[config.mk]
export PLATFORM = sky130hd
export DESIGN_NAME = decodificador
export DESIGN_NICKNAME = d
export VERILOG_FILES = /design/src/rtl/johnson_pkg.sv /design/src/rtl/johnson_lut.sv /design/src/rtl/decodificador.sv
export SDC_FILE = /design/constraint.sdc
export NUM_CORES = 1
export LEC_CHECK = 0
export ABC_AREA = 0
export BUFFER_PORTS_ARGS = -buffer_cell sky130_fd_sc_hd__buf_2
export CORE_MARGIN = 8
export CORE_UTILIZATION = 58
export DETAILED_ROUTE_END_ITERATION = 16
export HOLD_SLACK_MARGIN = 0.06
export PLACE_DENSITY = 0.84
export SETUP_SLACK_MARGIN = 0.4
export SYNTH_ARGS = -nofsm -noshare
export SYNTH_HDL_FRONTEND = slang
export SYNTH_SLANG_ARGS = --single-unit
[constraint.sdc]
create_clock -name clk -period 3.4 [get_ports clk]
set_clock_uncertainty 0.05 [all_clocks]
set_input_delay 0.34 -clock clk [delete_from_list [all_inputs] [get_ports clk]]
set_output_delay 0.34 -clock clk [all_outputs]
set_load 0.005 [all_outputs]
[src/rtl/johnson_pkg.sv]
// Shared constants for the 4-bit-to-5-bit Johnson code: codeword table,
// digit markers and the output-stage state type.
package johnson_pkg;

  localparam logic [4:0] JOHNSON_CODE [0:9] = '{
    5'b00000, 5'b10000, 5'b11000, 5'b11100, 5'b11110,
    5'b11111, 5'b01111, 5'b00111, 5'b00011, 5'b00001
  };

  localparam logic [3:0] DIGIT_INVALID = 4'hF;
  localparam logic [3:0] DIGIT_MAX     = 4'd9;

  typedef enum logic {
    ST_EMPTY = 1'b0,
    ST_FULL  = 1'b1
  } state_e;

  // Successor in the decimal ring 0..9.
  function automatic logic [3:0] next_digit(input logic [3:0] d);
    return (d == DIGIT_MAX) ? 4'd0 : d + 4'd1;
  endfunction

endpackage

[src/rtl/johnson_lut.sv]
// Combinational Johnson codeword to decimal digit lookup with legality flag.
module johnson_lut
  import johnson_pkg::*;
(
  input  logic [4:0] code,
  output logic [3:0] digit,
  output logic       legal
);

  always_comb begin
    digit = DIGIT_INVALID;
    legal = 1'b0;
    for (int i = 0; i < 10; i++) begin
      if (code == JOHNSON_CODE[i]) begin
        digit = 4'(i);
        legal = 1'b1;
      end
    end
  end

endmodule

[src/rtl/decodificador.sv]
// Johnson-code decoder: one-entry registered output stage with illegal-code
// and sequence checking plus saturating error counters.
module decodificador
  import johnson_pkg::*;
#(
  parameter bit SEQ_CHECK = 1'b1,
  parameter int CNT_W     = 8
) (
  input  logic             clk,
  input  logic             reset,
  input  logic             in_valid,
  input  logic [4:0]       in_code,
  output logic             in_ready,
  output logic             out_valid,
  input  logic             out_ready,
  output logic [3:0]       out_digit,
  output logic             out_code_err,
  output logic             out_seq_err,
  output logic [CNT_W-1:0] code_err_cnt,
  output logic [CNT_W-1:0] seq_err_cnt
);

  function automatic logic [CNT_W-1:0] sat_inc(input logic [CNT_W-1:0] v);
    return (&v) ? v : v + 1'b1;
  endfunction

  state_e           state_q, state_d;
  logic [3:0]       digit_q, digit_d;
  logic             code_err_q, code_err_d;
  logic             seq_err_q, seq_err_d;
  logic [3:0]       prev_digit_q, prev_digit_d;
  logic             have_prev_q, have_prev_d;
  logic [CNT_W-1:0] code_cnt_q, code_cnt_d;
  logic [CNT_W-1:0] seq_cnt_q, seq_cnt_d;

  logic [3:0] lut_digit;
  logic       lut_legal;
  logic       in_xfer, out_xfer, seq_err_now;

  johnson_lut u_lut (
    .code  (in_code),
    .digit (lut_digit),
    .legal (lut_legal)
  );

  assign out_valid = (state_q == ST_FULL);
  // Reset forces ready high so the block presents itself as EMPTY.
  assign in_ready  = reset | ~out_valid | out_ready;
  assign in_xfer   = in_valid & in_ready & ~reset;
  assign out_xfer  = out_valid & out_ready;

  assign seq_err_now = SEQ_CHECK & have_prev_q & lut_legal &
                       (lut_digit != next_digit(prev_digit_q));

  always_comb begin
    state_d      = state_q;
    digit_d      = digit_q;
    code_err_d   = code_err_q;
    seq_err_d    = seq_err_q;
    prev_digit_d = prev_digit_q;
    have_prev_d  = have_prev_q;
    code_cnt_d   = code_cnt_q;
    seq_cnt_d    = seq_cnt_q;
    if (in_xfer) begin
      state_d    = ST_FULL;
      digit_d    = lut_digit;
      code_err_d = ~lut_legal;
      seq_err_d  = seq_err_now;
      if (lut_legal) begin
        prev_digit_d = lut_digit;
        have_prev_d  = 1'b1;
      end
      if (!lut_legal) code_cnt_d = sat_inc(code_cnt_q);
      if (seq_err_now) seq_cnt_d = sat_inc(seq_cnt_q);
    end else if (out_xfer) begin
      state_d = ST_EMPTY;
    end
  end

  always_ff @(posedge clk) begin
    if (reset) begin
      state_q      <= ST_EMPTY;
      digit_q      <= 4'd0;
      code_err_q   <= 1'b0;
      seq_err_q    <= 1'b0;
      prev_digit_q <= 4'd0;
      have_prev_q  <= 1'b0;
      code_cnt_q   <= '0;
      seq_cnt_q    <= '0;
    end else begin
      state_q      <= state_d;
      digit_q      <= digit_d;
      code_err_q   <= code_err_d;
      seq_err_q    <= seq_err_d;
      prev_digit_q <= prev_digit_d;
      have_prev_q  <= have_prev_d;
      code_cnt_q   <= code_cnt_d;
      seq_cnt_q    <= seq_cnt_d;
    end
  end

  assign out_digit    = digit_q;
  assign out_code_err = code_err_q;
  assign out_seq_err  = seq_err_q;
  assign code_err_cnt = code_cnt_q;
  assign seq_err_cnt  = seq_cnt_q;

endmodule

==> results of run 1 <==
-- worst paths after layout --
check	from	slack (ps)	cells past startpoint	end
setup / recovery	reset	1110	7	seq_err_cnt[6]
hold reg to reg	out_digit[2]	430	2	out_digit[2]
setup reg to reg	prev_digit_q[0]	1170	6	seq_err_cnt[5]
hold / removal	in_valid	170	3	out_valid
-- metrics by stage --
stage / setup WS, ps / hold slack, ps / power [mW] / instances / instance area [sq um]
3_3_place_gp: 858 / 406 / 0.434 / 232 / 1690
6_report: 1110 / 171 / 0.591 / 236 / 1730
3_5_place_dp: 754 / 411 / 0.438 / 232 / 1690
2_1_floorplan: 1020 / 401 / 0.414 / 179 / 1550
5_1_grt: 967 / 159 / 0.621 / 236 / 1730
4_1_cts: 1130 / 168 / 0.596 / 236 / 1730
-- critical path: stages --
cell and delay (ps):
buf_2 220, inv_1 320, and3_1 430, nand2_4 120, or3_4 450, or4_1 480
a21oi_1 150
-- layout make-up --
class                   count  area share, %
inverters                   7           1.52
well taps                  30           2.18
repair buffers             32           9.28
multi-input cells         135           52.4
flip-flops and latches     28           32.5
clock buffers               4           2.10
-- synthesized netlist by cell type, types with 3 or more instances --
cell / count / area share (%)
dfxtp_1: 28 / 36
o21ai_0: 7 / 2.3
nand2_1: 18 / 4.4
nand3_1: 11 / 3.6
and3_1: 5 / 2.0
nor2_1: 16 / 3.9
o31ai_1: 4 / 1.9
xor2_1: 6 / 3.4
nand4_1: 3 / 1.2
xnor2_1: 6 / 3.4
clkbuf_1: 4 / 0.97
or4_1: 3 / 1.5
a21oi_1: 8 / 2.6
nor2b_1: 3 / 1.2
nand2b_1: 6 / 2.4
mux2i_1: 4 / 2.6
inv_1: 7 / 1.7
-- kinds of logic (layout without fill, tap and decap cells) --
logic type      count (synthesis)  in the layout  share of synthesized area, %
simple gates                   78             78                          28.2
flops                          28             28                          36.2
fa+ha+maj                       2              2                          1.62
mux                             5              5                          3.32
buf+inv                        16             43                          5.26
compound gates                 38             38                          18.5
xor+xnor                       12             12                          6.80
-- power by group through the flow --
stage | Combinational, mW | Clock (mW) | Sequential, mW
floorplan | 0.0614 | 0 | 0.353
global placement | 0.0812 | 0 | 0.352
detailed placement | 0.0850 | 0 | 0.353
CTS | 0.0850 | 0.165 | 0.346
global route | 0.0930 | 0.181 | 0.347
finish | 0.0845 | 0.161 | 0.345
-- routing by layer --
layer  vias up  share of wire [%]  GRT usage (%)  wire length (um)
met5         -                  0              0                 0
met4         0               0.37           2.35                12
met1       636                 42           16.5              1390
met2        38                 50           27.6              1640
li1        693                  -              -                 -
met3         3                7.3           4.97               241
-- state kept, by name, summed over array words and instances (netlist names) --
register / flops
code_err_cnt: 8
have_prev_q: 1
out_digit: 4
prev_digit_q: 4
out_valid: 1
seq_err_cnt: 8
out_code_err: 1
out_seq_err: 1
==> results by group, run 1 <==
Clock tree
  • Num CTS Buffers: 3
  • Post-CTS resize count: 0
  • CTS sink cnt: 28
  • # H-tree levels: 1
  • Hold buffer count at cts: 0
  • Clock root cell: clkbuf_4
  • Worst-Skew Late Latency: 330 ps
  • Post-CTS Setup Bufs: 0
  • Longest Clk Path Bufs: 2
  • Worst-path clk slew: 140 ps
  • TritonCTS clock tree: built

Finish
  • Most common cell after layout, fill and taps aside: buf_2
  • Area growth syn-to-layout: 11.6%
  • Multi-input combinational cell area: 905 sq um
  • Layout cells sized above 1: 22.8%
  • # fillers: 199
  • Final core occ: 69.0%
  • Nets@finish: 218
  • Commonest cells after routing, fill and taps aside: buf_2, dfxtp_1, nand2_1
  • Antenna cells: 0
  • FF+latch area: 561 sq um

Placement
  • Placer Congestion: 0.810
  • Port Buffer Count: 32
  • Final HPWL DP: 2550 um

Global routing
  • Total GRT Usage: 15.0%
  • Global-route wire length before repair: 5590 um
  • Initial antenna violation count: 0
  • Grt ovf: 0
  • Largest net degree at the start of global routing: 22
  • Vias in the first global route: 1296

Timing
  • Count of final hold-check violations: 0
  • Final period utilization: 67.3%
  • Final setup viols: 0
  • Slew headroom: 50.2%
  • RSZ-0062 raised after global routing: no
  • Highest Clock Rate: 0.437 GHz
  • Pins Over Slew Limit: 0
  • Min cycle time layout: 2290 ps
  • Actual slew at the worst max-slew pin: 742 ps
  • Setup TNS: 0 ps

Power and ir drop
  • Combinational cell fraction of total power: 14.3%
  • Internal Power: 439 uW
  • Maximum VDD drop: 0.286 mV
  • Sequential group share of total power: 58.5%
  • Clock Power Share: 27.2%
  • Sw frac: 25.7%
  • Power Density: 342 mW/mm^2
  • Switching power: 152 uW
  • Pleak: 0.723 nW

Floorplan
  • Io pins: 33
  • Area of the core: 0.00250 sq mm
  • Placement Rows: 18
  • Die ar.: 0.00457 sq mm
  • Initial Utilization: 61.9%
  • Die height: 67.6 um
  • Die width: 67.6 um

Yosys
  • #FFs+latches synth: 28
  • Post-synthesis async set-or-reset flop share: 0%
  • Mapped Area: 0.00155 sq mm
  • Netlist cell types: 49
  • Avg Inst Size Synth: 8.64 sq um
  • Syn_nets: 190
  • Post-synth EDFFs: 0
  • Yosys warns: 0
  • Synth Flop Type: dfxtp_1
  • Post-synthesis sequential area ratio: 36.2%
  • Gate Count Post-Synth: 179

Drt
  • Vias/cell: 5.81
  • Drt wl/cell: 13.9 um
  • WL final: 3280 um
  • Vias post-DR: 1370
  • TritonRoute pass-1 iters: 4
  • DR iter-0 viols: 45
  • Drt drc: 0
  • Antenna-violating nets left: 0

Critical path
  • CP Capture Type: flop
  • Required time of the critical path: 3630 ps
  • WS Path Type: input pin to flop
  • CP startpoint kind: input pin
  • Worst Path Arrival: 2520 ps
  • CP max FO: 21

Min path
  • Worst Hold Class: input pin to flop

Run
  • Number of max-cap violations: 0

Outcome
  • Status: completed
Note: power is estimated with default switching activity, not from simulation.
==> inputs of run 2 (changes only) <==
--- a/config.mk
+++ b/config.mk
@@ -8,10 +8,10 @@
 export ABC_AREA = 0
 export BUFFER_PORTS_ARGS = -buffer_cell sky130_fd_sc_hd__buf_2
 export CORE_MARGIN = 8
-export CORE_UTILIZATION = 58
+export CORE_UTILIZATION = 48
 export DETAILED_ROUTE_END_ITERATION = 16
 export HOLD_SLACK_MARGIN = 0.06
-export PLACE_DENSITY = 0.84
+export PLACE_DENSITY = 0.74
 export SETUP_SLACK_MARGIN = 0.4
 export SYNTH_ARGS = -nofsm -noshare
 export SYNTH_HDL_FRONTEND = slang
==> constraint.sdc (replaced) <==
create_clock -name clk -period 2.1 [get_ports clk]
set_clock_uncertainty 0.05 [all_clocks]
set_input_delay 0.21 -clock clk [delete_from_list [all_inputs] [get_ports clk]]
set_output_delay 0.21 -clock clk [all_outputs]
set_load 0.005 [all_outputs]
==> results by group, run 2 (synthesized netlist as in run 1, its figures left out) <==
Global routing
  • Initial antenna violation count: 0 (unchanged)
  • Total GRT Usage: 14.8% (-0.14 points)
  • Grt ovf: 0 (unchanged)
  • Vias in the first global route: 1448 (+12%)
  • Largest net degree at the start of global routing: 21 (-4.5%)
  • Global-route wire length before repair: 6500 um (+16%)

Critical path
  • FF-to-FF setup slack: 110 ps (-1060 ps)
  • CP Capture Type: flop
  • CP startpoint kind: flop
  • Slowest stage cell, crit path: or4b_4
  • Worst Path Arrival: 2230 ps (-290 ps)
  • CP max FO: 6 (-71%)
  • Required time of the critical path: 2340 ps (-1290 ps)
  • R2R cell count: 7 (+1)
  • CP peak stage delay: 490 ps (about the same)
  • WS Path Type: flop to flop
  • Worst-path cell chain: and4b_1 -> a221o_1 -> xnor2_2 -> nor4_4 -> buf_6 -> or4b_4 -> a21oi_1

Clock tree
  • Worst-Skew Late Latency: 350 ps (+20 ps)
  • # H-tree levels: 1 (unchanged)
  • Clock root cell: clkbuf_4
  • TritonCTS clock tree: built
  • Worst-path clk slew: 160 ps (+20 ps)
  • Longest Clk Path Bufs: 2 (unchanged)
  • Num CTS Buffers: 3 (unchanged)
  • CTS sink cnt: 28 (unchanged)

Finish
  • Area growth syn-to-layout: 40.9%
  • Commonest cells after routing, fill and taps aside: buf_2, buf_4, dfxtp_1
  • Final core occ: 71.4% (+2.3 points)
  • Layout cells sized above 1: 44.6% (+22 points)
  • # fillers: 249 (+25%)
  • Post-route cell area: 0.00218 sq mm (+26%)
  • Nets@finish: 254 (+17%)
  • Most common cell after layout, fill and taps aside: buf_2
  • Antenna cells: 0 (unchanged)

Power and ir drop
  • Power Density: 482 mW/mm^2 (+41%)
  • Pleak: 0.921 nW (+27%)
  • Maximum VDD drop: 0.303 mV (+5.8%)

Timing
  • RSZ-0062 raised after global routing: yes
  • Highest Clock Rate: 0.502 GHz
  • Setup TNS: 0 ps (unchanged)
  • Count of final hold-check violations: 0 (unchanged)
  • PnR worst setup slack: 109 ps (-1000 ps)
  • Actual slew at the worst max-slew pin: 336 ps (-406 ps)
  • Final setup viols: 0 (unchanged)
  • Pins Over Slew Limit: 0 (unchanged)
  • Final period utilization: 94.8%
  • Final hold slack: 202 ps (+31.4 ps)
  • Min cycle time layout: 1990 ps
  • Slew headroom: 77.3% (+27 points)

Drt
  • Met2 wire length: 1970 um (+20%)
  • Met3 Wirelength: 229 um (-5.0%)
  • Drt wl/cell: 14.3 um (+2.4%)
  • Vias/cell: 5.38 (-7.3%)
  • Detailed-route wire length on metal 1: 1830 um (+32%)
  • WL final: 4080 um (+24%)
  • Vias post-DR: 1539 (+12%)
  • Antenna-violating nets left: 0 (unchanged)
  • Drt drc: 0 (unchanged)
  • TritonRoute pass-1 iters: 4 (unchanged)
  • DR iter-0 viols: 49 (+8.9%)
  • Max layer used: met4

Outcome
  • Status: completed

Placement
  • Port Buffer Count: 32 (unchanged)
  • Pre-CTS setup slack: -119 ps (-873 ps)
  • Final HPWL DP: 2820 um (+10%)
  • Placer Congestion: 0.964 (+19%)
  • Placed Area: 0.00192 sq mm (+14%)

Floorplan
  • Area of the core: 0.00305 sq mm (+22%)
  • Placement Rows: 20 (+2)
  • Die height: 72.8 um (+7.6%)
  • Die width: 72.8 um (+7.6%)
  • Initial Utilization: 50.7% (-11 points)
  • Die ar.: 0.00529 sq mm (+16%)
  • Io pins: 33 (unchanged)

Run
  • Number of max-cap violations: 0 (unchanged)

Min path
  • Hold path depth: 4 (+1)
  • Worst Hold Class: input pin to flop
[run 2: cell count changes in the layout (fill, tap and decap cells not counted), moves of 6 or more]
cell,change
buf_6,+11
dfxtp_1,-8
dfxtp_2,+6
buf_4,+25
[run 2: metal layers]
metal,track usage [%],vias up
met3,3.57,5
met2,24.2,40
met1,18.4,725
met5,0,-
met4,5.33,0
li1,-,769
[run 2: path summary, 6_finish.rpt]
| check | from | end |
|---|---|---|
| setup reg to reg | prev_digit_q[3] | seq_err_cnt[3] |
| setup / recovery | prev_digit_q[3] | seq_err_cnt[3] |
| hold / removal | out_ready | out_valid |
| hold reg to reg | out_digit[0] | out_digit[0] |
[run 2: area by class of cell]
cell class	instances	area, sq um	area share [%]
clock buffer	4	36.3	1.67
sequential	28	576	26.4
timing repair buffer	68	477	21.9
tap	44	55.1	2.53
multi-input combinational	135	1010	46.3
inverter	7	26.3	1.21
[run 2: repair_timing]
| item | CTS | global route |
|---|---|---|
| hold buffers | 1 | 0 |
| endpoints found under the setup margin | 12 | 15 |
| pin swaps | 17 | 13 |
| resized for setup | 15 | 24 |
| setup buffers | 5 | 6 |
| hold endpoints to repair | 1 | 0 |
[run 2: power breakdown]
part / leakage (nW) / switching [mW] / total (mW) / internal (mW)
Sequential: 0.232 / 0.0102 / 0.558 / 0.547
Clock: 0.0210 / 0.172 / 0.279 / 0.107
Combinational: 0.669 / 0.103 / 0.213 / 0.110
Total: 0.921 / 0.286 / 1.05 / 0.764
[run 2: critical path, delay by kind of cell (launching register included)]
family | cells | cell delay, ps
AOI/OAI and AO/OA | 2 | 420
xor gates and xnor gates | 1 | 190
buffers and inverters | 1 | 140
DFF | 1 | 390
and+or+nand+nor | 3 | 750
[run 2: per-stage QoR]
stage | total power, mW | std cells
4_1_cts | 1.02 | 280
2_1_floorplan | 0.678 | 179
5_1_grt | 1.09 | 286
3_3_place_gp | 0.739 | 270
6_report | 1.05 | 286
3_5_place_dp | 0.745 | 270
==> inputs of run 3 (changes only) <==
--- a/config.mk
+++ b/config.mk
@@ -8,10 +8,10 @@
 export ABC_AREA = 0
 export BUFFER_PORTS_ARGS = -buffer_cell sky130_fd_sc_hd__buf_2
 export CORE_MARGIN = 8
-export CORE_UTILIZATION = 48
+export CORE_UTILIZATION = 53
 export DETAILED_ROUTE_END_ITERATION = 16
 export HOLD_SLACK_MARGIN = 0.06
-export PLACE_DENSITY = 0.74
+export PLACE_DENSITY = 0.78
 export SETUP_SLACK_MARGIN = 0.4
 export SYNTH_ARGS = -nofsm -noshare
 export SYNTH_HDL_FRONTEND = slang
==> constraint.sdc (replaced) <==
create_clock -name clk -period 1.96 [get_ports clk]
set_clock_uncertainty 0.05 [all_clocks]
set_input_delay 0.196 -clock clk [delete_from_list [all_inputs] [get_ports clk]]
set_output_delay 0.196 -clock clk [all_outputs]
set_load 0.005 [all_outputs]
==> results by group, run 3 (synthesized netlist as in run 1, its figures left out) <==
Critical path
  • CP Capture Type: flop
  • Slowest stage cell, crit path: dfxtp_4
  • Worst-path cell chain: inv_2 -> o21ai_1 -> a221o_1 -> xnor2_2 -> nor4_4 -> buf_4 -> o41ai_2 -> a21oi_2
  • WS Path Type: flop to flop
  • CP delay by family, top: compound AO/OA/AOI/OAI gates
  • CP startpoint kind: flop
  • Worst Path Arrival: 2240 ps (about the same)
  • CP max FO: 6 (unchanged)
  • Required time of the critical path: 2200 ps (-140 ps)
  • CP bufs+invs: 2 (+1)
  • CP peak stage delay: 400 ps (-90 ps)

Timing
  • Final setup viols: 6 (+6)
  • Count of final hold-check violations: 0 (unchanged)
  • PnR worst setup slack: -43.7 ps (-152 ps)
  • Actual slew at the worst max-slew pin: 504 ps (+168 ps)
  • Final period utilization: 102% (+7.4 points)
  • Setup TNS: -134 ps (-134 ps)
  • Min cycle time layout: 2000 ps (+12.3 ps)
  • RSZ-0062 raised after global routing: yes
  • Highest Clock Rate: 0.499 GHz (-0.61%)
  • Final hold slack: 207 ps (+4.95 ps)
  • Pins Over Slew Limit: 0 (unchanged)
  • Slew headroom: 66.1% (-11 points)

Outcome
  • Status: finished, violations left
  • Failing checks: setup timing

Finish
  • Most common cell after layout, fill and taps aside: buf_4
  • # fillers: 170 (-32%)
  • Antenna cells: 0 (unchanged)
  • Final core occ: 81.5% (+10 points)
  • Area growth syn-to-layout: 45.3%
  • Commonest cells after routing, fill and taps aside: buf_4, buf_2, nand2_1
  • Number of non-filler instances in the completed layout: 281 (-1.7%)
  • Layout cells sized above 1: 50.4% (+5.8 points)
  • Nets@finish: 262 (+3.1%)
  • Post-route cell area: 0.00225 sq mm (+3.2%)

Floorplan
  • Die width: 70.0 um (-3.8%)
  • Io pins: 33 (unchanged)
  • Placement Rows: 19 (-5.0%)
  • Area of the core: 0.00276 sq mm (-9.7%)
  • Die ar.: 0.00490 sq mm (-7.4%)
  • Initial Utilization: 56.1% (+5.4 points)
  • Die height: 70.0 um (-3.8%)

Drt
  • Drt drc: 0 (unchanged)
  • Vias post-DR: 1636 (+6.3%)
  • Drt wl/cell: 16.4 um (+15%)
  • WL final: 4610 um (+13%)
  • TritonRoute pass-1 iters: 4 (unchanged)
  • Antenna-violating nets left: 0 (unchanged)
  • Vias/cell: 5.82 (+8.2%)
  • DR iter-0 viols: 102 (+110%)

Clock tree
  • Num CTS Buffers: 3 (unchanged)
  • Worst-path clk slew: 160 ps (about the same)
  • # H-tree levels: 1 (unchanged)
  • Worst-Skew Late Latency: 340 ps (about the same)
  • Clock root cell: clkbuf_4
  • TritonCTS clock tree: built
  • Longest Clk Path Bufs: 2 (unchanged)
  • CTS sink cnt: 28 (unchanged)

Power and ir drop
  • Power Density: 546 mW/mm^2 (+13%)
  • Pleak: 0.961 nW (+4.3%)
  • Tot Pwr: 1.23 mW (+17%)
  • Maximum VDD drop: 0.557 mV (+84%)

Global routing
  • Vias in the first global route: 1741 (+20%)
  • Total GRT Usage: 18.0% (+3.2 points)
  • Initial antenna violation count: 0 (unchanged)
  • Grt ovf: 0 (unchanged)
  • Global-route wire length before repair: 7660 um (+18%)
  • Largest net degree at the start of global routing: 21 (unchanged)

Placement
  • Pre-CTS setup slack: -280 ps (-160 ps)
  • Placed cell count: 268 (-0.74%)
  • Placed Area: 0.00199 sq mm (+3.5%)
  • Placer Congestion: 0.937 (-2.8%)
  • Port Buffer Count: 32 (unchanged)
  • Final HPWL DP: 3210 um (+14%)

Run
  • Number of max-cap violations: 0 (unchanged)

Min path
  • Worst Hold Class: input pin to flop
run 3: final cells by class:
type | count | area, sq um | share of cell area, %
multi-input cells | 135 | 1050 | 46.6
flip-flops and latches | 28 | 578 | 25.7
repair buffers | 76 | 504 | 22.4
well taps | 31 | 38.8 | 1.73
clock inverters | 1 | 30.0 | 1.34
inverters | 7 | 26.3 | 1.17
clock buffers | 3 | 22.5 | 1.00
run 3: routing by layer:
layer | up-vias | track usage (%) | share of wire, %
li1 | 785 | - | -
met1 | 748 | 18.6 | 40
met2 | 86 | 34.4 | 50
met3 | 17 | 4.24 | 7.7
met4 | 0 | 5.80 | 2.8
met5 | - | 0 | 0
run 3: tightest hold or removal path, stage by stage:
cell	delay (ps)
buf_2	90
buf_4	250
a21oi_2	40
run 3: final timing paths:
path | slack (ps) | cells after the start | startpoint | to
hold reg to reg | 420 | 2 | out_digit[0] | out_digit[0]
setup / recovery | -40 | 8 | prev_digit_q[2] | seq_err_cnt[3]
hold / removal | 210 | 3 | reset | seq_err_cnt[6]
setup reg to reg | -40 | 8 | prev_digit_q[2] | seq_err_cnt[3]
run 3: repair_timing:
action                                 4_1_cts  5_1_grt
setup buffers                                7        1
pin swaps                                   19        1
setup endpoints to repair                   16       16
endpoints found under the hold margin        1        0
hold buffers                                 1        0
gates resized for setup                     31       12
run 3: power breakdown:
group	total, mW	switching, mW	internal, mW
registers	0.599	0.0118	0.587
logic	0.236	0.118	0.117
clock network	0.391	0.184	0.207
total	1.23	0.314	0.912
